[src/rtl/dram_dbg_arbiter.sv]
// rtl/dram_dbg_arbiter.sv - debug monitor access arbiter for the shared 1R1W data RAM
module dram_dbg_arbiter #(
  parameter int WAIT_MAX = 4,
  parameter int CNT_W    = 3
) (
  input  logic        clk,
  input  logic        rst,
  input  logic        dbg_req,
  input  logic        dbg_we,
  input  logic [11:0] dbg_adr,
  input  logic [31:0] dbg_wdata,
  output logic        dbg_ack,
  output logic [31:0] dbg_rdata,
  input  logic        cpu_ld_ex,
  input  logic        cpu_st_ma,
  input  logic        stall_dly,
  output logic        stall_req,
  output logic        d_read_sel,
  output logic [11:0] d_ram_radr,
  output logic        d_ram_wen,
  output logic [11:0] d_ram_wadr,
  output logic [31:0] d_ram_wdata,
  input  logic [31:0] d_ram_rdata
);

  typedef enum logic [2:0] {
    IDLE     = 3'd0,
    ARB      = 3'd1,
    STALLW   = 3'd2,
    RD_ISSUE = 3'd3,
    RD_CAP   = 3'd4,
    WR_ISSUE = 3'd5,
    ACK      = 3'd6
  } state_t;

  localparam logic [CNT_W-1:0] WAIT_LAST = CNT_W'(WAIT_MAX - 1);

  state_t           state;
  logic             we_q;
  logic [11:0]      adr_q;
  logic [31:0]      wdata_q;
  logic [CNT_W-1:0] wait_cnt;
  logic             port_free;

  // The port we need is free when the CPU is not using it this cycle
  assign port_free = we_q ? ~cpu_st_ma : ~cpu_ld_ex;

  // Overrides are pure state decodes, so reset clears them immediately
  assign d_read_sel  = (state == RD_ISSUE);
  assign d_ram_wen   = (state == WR_ISSUE);
  assign dbg_ack     = (state == ACK);
  assign d_ram_radr  = adr_q;
  assign d_ram_wadr  = adr_q;
  assign d_ram_wdata = wdata_q;

  // Request sequencing, conflict waiting, stall handshake and read capture
  always_ff @(posedge clk or posedge rst) begin
    if (rst) begin
      state     <= IDLE;
      we_q      <= 1'b0;
      adr_q     <= '0;
      wdata_q   <= '0;
      wait_cnt  <= '0;
      stall_req <= 1'b0;
      dbg_rdata <= '0;
    end else begin
      case (state)
        IDLE: begin
          if (dbg_req) begin
            we_q     <= dbg_we;
            adr_q    <= dbg_adr;
            wdata_q  <= dbg_wdata;
            wait_cnt <= '0;
            state    <= ARB;
          end
        end
        ARB: begin
          if (!dbg_req) begin
            state <= IDLE;
          end else if (port_free) begin
            state <= we_q ? WR_ISSUE : RD_ISSUE;
          end else begin
            wait_cnt <= wait_cnt + CNT_W'(1);
            if (wait_cnt == WAIT_LAST) begin
              state     <= STALLW;
              stall_req <= 1'b1;
            end
          end
        end
        STALLW: begin
          // Issue only once the stall has taken effect so rolled load data is safe
          if (!dbg_req) begin
            state     <= IDLE;
            stall_req <= 1'b0;
          end else if (stall_dly) begin
            state <= we_q ? WR_ISSUE : RD_ISSUE;
          end
        end
        RD_ISSUE: state <= RD_CAP;
        RD_CAP: begin
          dbg_rdata <= d_ram_rdata;
          state     <= ACK;
        end
        WR_ISSUE: state <= ACK;
        ACK: begin
          state     <= IDLE;
          stall_req <= 1'b0;
        end
        default: begin
          state     <= IDLE;
          stall_req <= 1'b0;
        end
      endcase
    end
  end

endmodule

[config.mk]
export PLATFORM = sky130hd
export DESIGN_NAME = dram_dbg_arbiter
export DESIGN_NICKNAME = d
export VERILOG_FILES = /design/src/rtl/dram_dbg_arbiter.sv
export SDC_FILE = /design/constraint.sdc
export NUM_CORES = 1
export LEC_CHECK = 0
export CAP_MARGIN = 20
export CELL_PAD_IN_SITES_DETAIL_PLACEMENT = 1
export CELL_PAD_IN_SITES_GLOBAL_PLACEMENT = 2
export CORE_MARGIN = 2
export CORE_UTILIZATION = 28
export CTS_CLUSTER_SIZE = 20
export DETAILED_ROUTE_END_ITERATION = 8
export GPL_TIMING_DRIVEN = 0
export PLACE_DENSITY_LB_ADDON = 0.1
export SLEW_MARGIN = 30
export SYNTH_ARGS = -nofsm -noshare
export SYNTH_HDL_FRONTEND = slang
export SYNTH_SLANG_ARGS = --single-unit
[constraint.sdc]
create_clock -name clk -period 6 [get_ports clk]
set_input_delay 0.6 -clock clk [delete_from_list [all_inputs] [get_ports clk]]
set_output_delay 0.6 -clock clk [all_outputs]
set_load 0.05 [all_outputs]
==> results of run 1 <==
final cells by class:
class	instances	area, µm²
fill	1324	7110
sequential	84	2100
timing repair buffer	174	1760
multi-input combinational	118	1350
clock buffer	15	278
buffer	24	235
tap	176	220
inverter	5	23.8
clock inverter	1	5.00
metal layers:
metal / up-vias / routed length, µm / part of all wire, % / global-route usage [%]
li1: 1163 / - / - / -
met1: 1270 / 3980 / 42 / 17.7
met2: 116 / 4320 / 46 / 21.7
met3: 10 / 1030 / 11 / 6.03
met4: 0 / 144 / 1.5 / 6.25
met5: - / 0 / 0 / 0
per-stage QoR:
stage | instances | hold WS (ps) | util, %
finish | 597 | 501 | 45.6
global route | 597 | 525 | 45.6
CTS | 597 | 508 | 45.6
detailed placement | 581 | 492 | 43.5
global placement | 580 | 485 | 43.2
floorplan | 231 | 467 | -
worst max-delay path, cell delays in order (launching register included):
cell             delay, ps
dfrtp_1                440
buf_6                  170
nand2b_4               170
nor2_1                 100
clkdlybuf4s50_1        840
layout by cell type, fill, tap and decap left out, types with 4 or more instances in the layout:
master | netlist | routed
clkbuf_8 | 1 | 4
buf_4 | 12 | 12
dfrtp_1 | 84 | 84
o21ai_0 | 4 | 4
mux2_4 | 47 | 47
clkdlybuf4s50_1 | 0 | 173
buf_6 | 5 | 5
clkbuf_16 | 0 | 9
mux2_2 | 31 | 31
flip-flops by register name, indices dropped and copies added, names as in the netlist:
name / count
d_ram_wdata: 32
dbg_rdata: 32
d_ram_radr: 12
state: 3
wait_cnt: 3
stall_req: 1
we_q: 1
final timing paths:
check	to	startpoint
setup / recovery	d_ram_wen	state[1]
hold / removal	wait_cnt[2]	wait_cnt[2]
max in group asynchronous	we_q	rst
min in group asynchronous	d_ram_radr[0]	rst
setup reg to reg	d_ram_wdata[10]	state[2]
hold reg to reg	wait_cnt[2]	wait_cnt[2]
cell families (layout without fill, tap and decap cells):
kind of cell             after synthesis  after routing  synth area share [%]
flip-flops                            84             84                  56.7
buffers and inverters                 29            219                  6.86
AND/OR/NAND/NOR                       22             22                  4.42
adder cells (fa/ha/maj)                2              2                 0.675
AO/OA/AOI/OAI                         16             16                  2.84
multiplexers                          78             78                  28.5
==> summary.txt, run 1 <==
Status
  • Status: complete, no violations

Placed design
  • Placed Area: 5690 µm²
  • RePlAce Congestion: 0.705
  • Pre-CTS setup slack: 3670 ps
  • HPWL after DPL: 7.01 mm
  • PortBufs: 173

Clocking
  • CTS tree: yes
  • Max Root-Sink Buffers: 2
  • CTS Buf Count: 9
  • Worst-path clk slew: 60 ps
  • H-tree levels: 3
  • Worst-Skew Late Latency: 330 ps
  • Post-CTS Resized: 0
  • Root buffer cell: clkbuf_16
  • Number of hold buffers added after CTS: 0
  • Post-CTS Setup Inserts: 0
  • Clock sink count: 84

Logic synthesis
  • Post-synth EDFFs: 0
  • Synth cell count leaders: 84 x dfrtp_1, 47 x mux2_4, 31 x mux2_2, 12 x buf_4, 5 x buf_6
  • Synth unique cells: 32
  • Post-synth top area cell: dfrtp_1
  • Synth warn: 0
  • Ys async rst share: 100%
  • Yosys reg bits: 84
  • Synth Flop Type: dfrtp_1
  • Synth Instances: 231
  • Cell area after synthesis: 3700 µm²
  • Syn_area_per_cell: 16.0 µm²
  • Most common cell in the netlist: dfrtp_1
  • Share of the synthesized area in the top cell type: 56.7%
  • Sequential area share after synthesis: 56.7%
  • Synth area leaders: dfrtp_1 57%, mux2_4 19%, mux2_2 9.4%
  • Post-Syn Nets: 316

Finish
  • Diode count: 0
  • Final instance area: 5970 µm²
  • Final #Nets: 501
  • Ratio of cells with drive above 1 in the final layout: 29.0%
  • Area Growth Syn to Fin: 61.2%

Critical path
  • Worst reg2reg path depth: 6
  • WP data required: 5400 ps
  • R2r setup slk: 4410 ps
  • Crit. End Element: output port
  • Maximum fanout along the worst path: 10
  • Arr. time, crit path: 2060 ps
  • CP Launch Type: register
  • Crit path kind: register to output port

Floorplan
  • Initial Util: 28.3%
  • Die extent in x: 119 µm
  • Total die area: 14200 µm²
  • Core area: 13100 µm²
  • Io pins: 175
  • Die H: 119 µm
  • Rows: 42

Global routing
  • GRT overflow: 0
  • Global-route wire length before repair: 15.6 mm
  • Total track usage: 14.3%
  • Largest net degree at the start of global routing: 51
  • Initial antenna violation count: 0
  • Vias in the first global route: 2868

Timing
  • Slew margin rel.: 62.5%
  • Final hold viol count: 0
  • Final worst slack: 3340 ps
  • Achievable Freq: 376 MHz
  • Setup TNS Final: 0 ps
  • Setup repair after global routing missed its margin: false
  • Worst-margin pin slew: 561 ps
  • Clock skew: 2.56 ps
  • Final Max Slew Viols: 0
  • Final period demand of the worst path: 2660 ps
  • Finish-stage setup viols: 0
  • Final worst-path cycle share: 44.4%

Route
  • Routed Antenna Nets: 0
  • DRC: 0
  • Initial detailed-routing violation count: 36
  • Drt first pass iters: 4
  • Routed vias: 2559
  • Number of vias per cell: 4.29
  • Final WL: 9.48 mm
  • DR WL/cell: 15.9 µm

Min path
  • Class of the worst hold path: register to register
  • Hold Path Depth: 2

Job
  • Max_cap viols: 0
Power of run 1 is not shown: default switching activity piles up to over one toggle a cycle in this logic, so the estimate is an artifact.
==> run 2: changes to the inputs <==
Settings changed: CORE_UTILIZATION 28 to 26.
Clock period 6 ns to 2.6 ns, I/O delays scaled along.
==> run 2 against run 1 <==
- sequential share of layout area down 0.26 points
- via count shrank 1.1%
- worst hold slack worse by 220 ps
- die area increased by 7.4%
- core utilization shrank 2.3 points
- global-route usage is 1.1 points lower
- final area is 0.75% higher
- highest routed layer unchanged
==> summary.txt, run 2 (synthesis gave the netlist of run 1 again) <==
Route
  • Initial detailed-routing violation count: 75
  • Number of vias per cell: 4.21
  • Drt first pass iters: 4
  • DR WL/cell: 16.0 µm
  • Met2 wire length: 4.29 mm
  • DRC: 0
  • DR WL met3: 956 µm
  • Routed vias: 2532
  • Top Metal Used: met4
  • Routed Antenna Nets: 0
  • Met1 Wirelength: 4.19 mm
  • Final WL: 9.62 mm

Floorplan
  • Initial Util: 26.7%
  • Io pins: 175
  • Total die area: 15200 µm²
  • Die H: 123 µm
  • Core area: 13900 µm²
  • Rows: 43
  • Die extent in x: 123 µm

Global routing
  • Largest net degree at the start of global routing: 44
  • Global-route wire length before repair: 15.1 mm
  • Vias in the first global route: 2773
  • Initial antenna violation count: 0
  • Total track usage: 13.2%
  • GRT overflow: 0

Placed design
  • Placed Area: 5690 µm²
  • RePlAce Congestion: 0.719
  • PortBufs: 173
  • Post-Place Cells: 585
  • HPWL after DPL: 7.12 mm

Clocking
  • Worst-path clk slew: 60 ps
  • Post-CTS Resized: 0
  • Clock sink count: 84
  • CTS Buf Count: 9
  • Post-CTS Setup Inserts: 0
  • CTS tree: yes
  • Number of hold buffers added after CTS: 0
  • H-tree levels: 3
  • Max Root-Sink Buffers: 2
  • Worst-Skew Late Latency: 340 ps
  • Root buffer cell: clkbuf_16

Timing
  • Final worst-path cycle share: 87.9%
  • Setup repair after global routing missed its margin: false
  • Final period demand of the worst path: 2280 ps
  • Clock skew: 6.04 ps
  • Achievable Freq: 438 MHz
  • Worst-margin pin slew: 562 ps
  • Final Max Slew Viols: 0
  • Final hold viol count: 0
  • Slew margin rel.: 62.4%
  • Finish-stage setup viols: 0

Finish
  • Core Util, Final: 43.3%
  • Most frequent cells in the layout: 173 x clkdlybuf4s50_1, 84 x dfrtp_1, 47 x mux2_4, 31 x mux2_2, 12 x buf_4
  • Diode count: 0
  • Commonest non-fill, non-tap cell in the layout: clkdlybuf4s50_1
  • Final #Nets: 501
  • Area Growth Syn to Fin: 62.4%
  • Final std cells w/o fill: 601
  • Ratio of cells with drive above 1 in the final layout: 29.7%
  • Final instance area: 6020 µm²

Status
  • Status: complete, no violations

Critical path
  • CP Launch Type: register
  • WP data required: 2340 ps
  • Maximum fanout along the worst path: 10
  • Arr. time, crit path: 2020 ps
  • Crit path kind: register to output port
  • Crit. End Element: output port

Min path
  • Class of the worst hold path: input port to register

Job
  • Max_cap viols: 0
## run 2: cell types whose count changed in the layout (fill, tap and decap cells not counted)
cell,change
bufinv_16,+1
clkbuf_1,-3
clkbuf_8,+1
clkinvlp_4,+1
## run 2: per-stage QoR
step	setup TNS, ps	hold slack (ps)	setup WS (ps)
2_1_floorplan	0	408	175
3_3_place_gp	-125200	484	-1490
3_5_place_dp	0	492	651
4_1_cts	0	252	271
5_1_grt	0	287	235
6_report	0	278	315
## run 2: worst max-delay path, stage by stage (launching register included)
cell and delay [ps]:
dfrtp_1 440, buf_6 170, nand2b_4 170, nor2_1 100
clkdlybuf4s50_1 810
## run 2: cell type report
type	instances	area [µm²]
flip-flops and latches	84	2100
well taps	180	225
fillers	1455	7860
clock buffers	13	280
inverters	5	23.8
clock inverters	3	42.5
repair buffers	174	1760
multi-input cells	118	1350
plain buffers	24	235
## run 2: worst paths after layout
check                           startpoint         endpoint  slack [ps]  cells past startpoint
max reg2reg                       state[2]   d_ram_wdata[9]        1050                      6
max                               state[1]        d_ram_wen         320                      4
min in group asynchronous              rst    d_ram_radr[1]         300                      2
max in group asynchronous              rst   d_ram_wdata[5]        1730                      3
min                                dbg_req         state[0]         280                      3
min reg2reg                d_ram_wdata[26]  d_ram_wdata[26]         500                      1
## run 2: per-layer routing
| layer | track usage, % | vias to the layer above |
|---|---|---|
| met5 | 0 | - |
| met4 | 6.39 | 0 |
| met3 | 5.12 | 12 |
| met2 | 19.9 | 115 |
| met1 | 16.5 | 1239 |
| li1 | - | 1166 |
Power of run 2 is left out for the same reason.
==> run 3: changes to the inputs <==
Clock period 2.6 ns to 2.4 ns, I/O delays scaled along.
==> run 3 against run 2 <==
- die area did not move
- count of clock-buffer cells in the layout up 2
- global-route usage down 0.36 points
- non-clock buffer count is 2 higher
- worst setup slack worse by 170 ps
- routed wire length is essentially flat
- final cell count is 0.33% higher
- critical path depth stayed put
- critical path type unchanged
- critical endpoint unchanged
==> summary.txt, run 3 (synthesis gave the netlist of run 1 again) <==
Critical path
  • Largest stage delay on the critical path: 800 ps
  • Crit path cell chain: buf_6 -> nand2b_4 -> nor2_1 -> clkdlybuf4s50_1
  • WP data required: 2160 ps
  • Maximum fanout along the worst path: 10
  • CP Launch Type: register
  • Buf/Inv on CP: 2
  • Crit path kind: register to output port
  • Slowest CP cell: clkdlybuf4s50_1
  • Top delay family on crit path: buffers and inverters
  • Crit. End Element: output port
  • Arr. time, crit path: 2010 ps

Timing
  • Setup TNS Final: 0 ps
  • Worst-margin pin slew: 560 ps
  • Finish-stage setup viols: 0
  • Final hold viol count: 0
  • Final period demand of the worst path: 2250 ps
  • Final Max Slew Viols: 0
  • Setup repair after global routing missed its margin: false
  • Slew margin rel.: 62.5%
  • Clock skew: 4.45 ps
  • Achievable Freq: 444 MHz
  • Final worst-path cycle share: 93.8%

Clocking
  • Post-CTS Resized: 0
  • Worst-path clk slew: 60 ps
  • Clock sink count: 84
  • Max Root-Sink Buffers: 2
  • Worst-Skew Late Latency: 340 ps
  • Number of hold buffers added after CTS: 0
  • Post-CTS Setup Inserts: 0
  • Root buffer cell: clkbuf_16
  • CTS tree: yes
  • CTS Buf Count: 9
  • H-tree levels: 3

Placed design
  • RePlAce Congestion: 0.649
  • HPWL after DPL: 7.16 mm
  • PortBufs: 173

Finish
  • Core Util, Final: 43.3%
  • # fillers: 1459
  • Final #Nets: 503
  • Area Growth Syn to Fin: 62.4%
  • Commonest non-fill, non-tap cell in the layout: clkdlybuf4s50_1
  • Ratio of cells with drive above 1 in the final layout: 29.3%
  • Most frequent cells in the layout: 173 x clkdlybuf4s50_1, 84 x dfrtp_1, 47 x mux2_4, 31 x mux2_2, 12 x buf_4
  • Diode count: 0

Floorplan
  • Core area: 13900 µm²
  • Rows: 43
  • Die H: 123 µm
  • Io pins: 175
  • Initial Util: 26.7%
  • Die extent in x: 123 µm
  • Total die area: 15200 µm²

Route
  • Routed Antenna Nets: 0
  • DR WL/cell: 15.9 µm
  • Drt first pass iters: 2
  • DRC: 0
  • Initial detailed-routing violation count: 87
  • Final WL: 9.62 mm
  • Number of vias per cell: 4.20
  • Routed vias: 2531

Global routing
  • Vias in the first global route: 2730
  • GRT overflow: 0
  • Global-route wire length before repair: 14.7 mm
  • Total track usage: 12.8%
  • Initial antenna violation count: 0
  • Largest net degree at the start of global routing: 27

Status
  • Status: complete, no violations

Job
  • Max_cap viols: 0

Min path
  • Class of the worst hold path: input port to register
==> run 3: cell types whose count changed in the layout (fill, tap and decap cells not counted), sizes merged <==
cell / before / now
bufinv: 1 / 0
clkbuf: 14 / 16
buf: 24 / 26
inv: 5 / 4
==> run 3: layout make-up <==
type	count	area (µm²)	area share (%)
Clock buffer	15	278	4.62
Buffer	24	235	3.91
Timing Repair Buffer	176	1800	29.9
Clock inverter	1	5.00	0.0832
Inverter	5	22.5	0.374
Tap cell	180	225	3.74
Multi-Input combinational cell	118	1350	22.4
Sequential cell	84	2100	34.9
==> run 3: metrics by stage <==
stage          hold WS (ps)  cells  area [µm²]  setup WS [ps]
2_1_floorplan           388    231        3710            419
3_3_place_gp            487    584        5670           83.4
3_5_place_dp            493    587        5730            493
4_1_cts                 242    603        6020            121
5_1_grt                 260    603        6020           87.1
6_report                254    603        6020            149
==> run 3: worst paths after layout <==
kind | depth (start not counted) | start | endpoint | slack (ps)
worst max-delay path | 4 | state[1] | d_ram_wen | 150
worst min-delay path | 3 | dbg_req | state[0] | 250
worst max register to register | 6 | state[2] | d_ram_wdata[9] | 800
worst min register to register | 1 | d_ram_wdata[29] | d_ram_wdata[29] | 510
max in group asynchronous | 4 | rst | d_ram_radr[6] | 1390
min in group asynchronous | 2 | rst | dbg_rdata[18] | 300
==> run 3: per-layer routing <==
| metal | global-route usage, % | share of wire (%) |
|---|---|---|
| met4 | 5.33 | 1.6 |
| met2 | 18.1 | 41 |
| met3 | 6.37 | 12 |
| met5 | 0 | 0 |
| met1 | 16.6 | 45 |
==> run 3: worst min-delay path: stages <==
cell and delay [ps]:
buf_2 160, nand2_1 80, o31ai_1 60
Power of run 3 is left out for the same reason.
==> RTL edit 1, RTL diff (flow settings as in run 3) <==
The parameter `CNT_W` goes from 3 to 6.
--- a/src/rtl/dram_dbg_arbiter.sv
+++ b/src/rtl/dram_dbg_arbiter.sv
@@ -3,3 +3,3 @@
   parameter int WAIT_MAX = 4,
-  parameter int CNT_W    = 3
+  parameter int CNT_W    = 6
 ) (
Function: no difference found for any inputs over 10 cycles, from zero or initial values and one cycle with rst high; that may be too few to reach the edited logic, so the function may still have changed.
==> RTL edit 1 against run 3 <==
Setup slack improved by 0.079 ns. Area after synthesis decreased by 2.9%. Global-route usage increased by 0.74 points. Via count increased by 5.7%. Largest cell class unchanged. Sequential cell count increased by 3. Core utilization increased by 1.3 points. Wire length increased by 0.11%. Worst hold slack improved by 0.021 ns. Cell area decreased by 0.62%. Non-clock buffer count unchanged.
==> RTL edit 1: results (changes against run 3) <==
* WHS at 0.275 ns (was 0.254 ns)
* Via count at 2676 (was 2531)
* Rel. slew slack at 58.0% (was 62.5%)
* GRT met1 Usage at 17.4% (was 16.6%)
* Yosys cell types at 37 (was 32)
* First-pass GRT wire length at 15.2 mm (was 14.7 mm)
* M1 WL at 4.19 mm (was 4.33 mm)
* FF-to-FF path depth at 4 (was 6)
* Worst setup path endpoint: dbg_ack (was d_ram_wen)
* Met2 wire len at 4.27 mm (was 3.98 mm)
* Post-DP HPWL at 7.50 mm (was 7.16 mm)
* NumNets Final at 517 (was 503)
* Dpl cell area at 5670 µm² (was 5730 µm²)
* Tot Pwr at 0.0101 W
* M2 GR Usage at 20.0% (was 18.1%)
* Fill cells at 1406 (was 1459)
* Reg area at 2180 µm² (was 2100 µm²)
* Critical Path Max Stage Delay at 0.54 ns (was 0.80 ns)
* Post-Layout Cell Count at 614 (was 603)
* Syn Nets at 328 (was 316)
* Total GRT Usage at 13.6% (was 12.8%)
* R2R setup slack at 0.56 ns (was 0.80 ns)
* Largest net degree at the start of global routing at 26 (was 27)
* Post-synthesis sequential area ratio at 60.5% (was 56.7%)
* Ranking of synthesized cells by area: dfrtp_1, mux2_2, buf_4, buf_6, xnor2_1 (was dfrtp_1, mux2_4, mux2_2, buf_4, buf_12)
* Status: complete, no violations (unchanged)
* Clock skew at 0.00777 ns (was 0.00445 ns)
* R2r endpoint: d_ram_wdata[2] (was d_ram_wdata[9])
* Dpl ws at 0.149 ns (was 0.493 ns)
* Hold WC Path Type: input pin to async pin (was input pin to flop)
-- RTL edit 1: power by group --
part / switching (W) / internal [W] / total, W
clock: 0.000602 / 0.000871 / 0.00147
sequential: 0.000409 / 0.00217 / 0.00258
combinational: 0.00371 / 0.00233 / 0.00604
-- RTL edit 1: area by class of cell --
class,count,share of cell area [%]
clock inverters,5,1.05
clock buffers,11,4.23
multi-input cells,131,20.6
inverters,4,0.314
repair buffers,178,30.8
plain buffers,22,2.89
flip-flops and latches,87,36.4
well taps,176,3.68
-- RTL edit 1: kinds of logic after synthesis --
group	count (synthesis)	synth area share [%]
adders and majority gates	1	0.348
AOI/OAI and AO/OA	14	2.33
DFF	87	60.5
buffers and inverters	26	5.22
muxes	78	24.4
xor gates and xnor gates	4	0.973
and+or+nand+nor	34	6.26
-- RTL edit 1: timing repair --
action,in CTS,in global routing
resized for setup,3,0
buffers inserted,0,0
hold endpoints to repair,0,0
setup endpoints to repair,3,0
hold buffers,0,0
==> RTL edit 2, RTL diff (config.mk and constraints of run 3) <==
Made on the original files. Encoding of `state_t`: now one-hot (7 bits for 7 states).
--- a/src/rtl/dram_dbg_arbiter.sv
+++ b/src/rtl/dram_dbg_arbiter.sv
@@ -25,10 +25,10 @@
 
-  typedef enum logic [2:0] {
-    IDLE     = 3'd0,
-    ARB      = 3'd1,
-    STALLW   = 3'd2,
-    RD_ISSUE = 3'd3,
-    RD_CAP   = 3'd4,
-    WR_ISSUE = 3'd5,
-    ACK      = 3'd6
+  typedef enum logic [6:0] {
+    IDLE     = 7'b0000001,
+    ARB      = 7'b0000010,
+    STALLW   = 7'b0000100,
+    RD_ISSUE = 7'b0001000,
+    RD_CAP   = 7'b0010000,
+    WR_ISSUE = 7'b0100000,
+    ACK      = 7'b1000000
   } state_t;
Behaviour: no difference found for any inputs over 4 cycles, from zero or initial values and one cycle with rst high; so few cycles prove little.
==> RTL edit 2 against run 3 <==
Cell area increased by 0.31%. Sequential cell count increased by 4. Clock skew grew 0.0022 ns. Area after synthesis down 0.10%. First-iteration DRC count fell by 34%. Setup slack gained 0.092 ns. Wire length increased by 0.40%. Critical endpoint is now d_read_sel. Largest cell class unchanged.
==> RTL edit 2: results (changes against run 3) <==
* CP max-delay cell: dlygate4sd2_1 (was clkdlybuf4s50_1)
* Fill cells at 1454 (was 1459)
* Rel. slew slack at 61.0% (was 62.5%)
* First-pass GRT wire length at 14.8 mm (was 14.7 mm)
* Crit path DAT at 1.92 ns (was 2.01 ns)
* Routed Wire Length at 9.66 mm (was 9.62 mm)
* Clock skew at 0.00667 ns (was 0.00445 ns)
* Critical Path Max Stage Delay at 0.56 ns (was 0.80 ns)
* Synth Area in Compound Gates at 3.08% (was 2.84%)
* NumNets Final at 522 (was 503)
* Critical path fanouts, max at 8 (was 10)
* Post-CTS sizing at 5 (was 0)
* Largest net degree at the start of global routing at 26 (was 27)
* Share of post-route cells with drive strength above 1 at 27.4% (was 29.3%)
* Ranking of synthesized cells by area: dfrtp_1, mux2_2, mux2_4, buf_4, nor2_1 (was dfrtp_1, mux2_4, mux2_2, buf_4, buf_12)
* WHS at 0.252 ns (was 0.254 ns)
* Multiplexer share of the synthesized area at 25.5% (was 28.5%)
* Status: complete, no violations (unchanged)
* Number of global-route vias before repair at 2908 (was 2730)
* Synth Area in Adders at 0.676% (was 0.675%)
* R2r endpoint: d_ram_wdata[11] (was d_ram_wdata[9])
* Post-synthesis sequential area ratio at 59.5% (was 56.7%)
* Post-DP HPWL at 7.29 mm (was 7.16 mm)
* Total GRT Usage at 13.0% (was 12.8%)
* GP Congestion at 0.787 (was 0.649)
* FF-to-FF path depth at 5 (was 6)
* R2R setup slack at 0.49 ns (was 0.80 ns)
* Xor/xnor share of the synthesized area at 0.473% (was 0%)
* WL/cell at 15.5 µm (was 15.9 µm)
* Dpl ws at -0.0451 ns (was 0.493 ns)
* Core Util, Final at 43.5% (was 43.3%)
* CP top delay family: simple AND/OR/NAND/NOR gates (was buffers and inverters)
* Synth cell count leaders: dfrtp_1, mux2_2, mux2_4 (was dfrtp_1, mux2_4, mux2_2)
* Worst setup path endpoint: d_read_sel (was d_ram_wen)
* DRT iter0 DRCs at 57 (was 87)
* Worst r2r src: state[5] (was state[2])
* Dpl cell area at 5730 µm² (about the same)
* Placed Instances at 606 (was 587)
* Via count at 2716 (was 2531)
* Hold EP: state[2] (was state[0])
* Yosys cell types at 41 (was 32)
-- RTL edit 2: power by group --
group | internal, W | total (W) | switching (W) | leakage [nW]
combinational | 0.00184 | 0.00460 | 0.00276 | 1.38
sequential | 0.00199 | 0.00229 | 0.000304 | 1.05
clock | 0.000829 | 0.00141 | 0.000579 | 0.152
-- RTL edit 2: metal layers --
| metal | GRT usage (%) | vias to the layer above | share of wire, % |
|---|---|---|---|
| met5 | 0 | - | 0 |
| met3 | 6.87 | 11 | 13 |
| met4 | 6.18 | 0 | 2.0 |
| met1 | 15.3 | 1327 | 41 |
| met2 | 19.4 | 130 | 44 |
| li1 | - | 1248 | - |
-- RTL edit 2: area by class of cell --
type	instances	share of cell area [%]
clock inverters	6	0.974
flip-flops and latches	88	36.5
well taps	180	3.73
multi-input cells	135	22.1
inverters	5	0.373
repair buffers	176	29.9
plain buffers	22	2.53
clock buffers	10	3.96
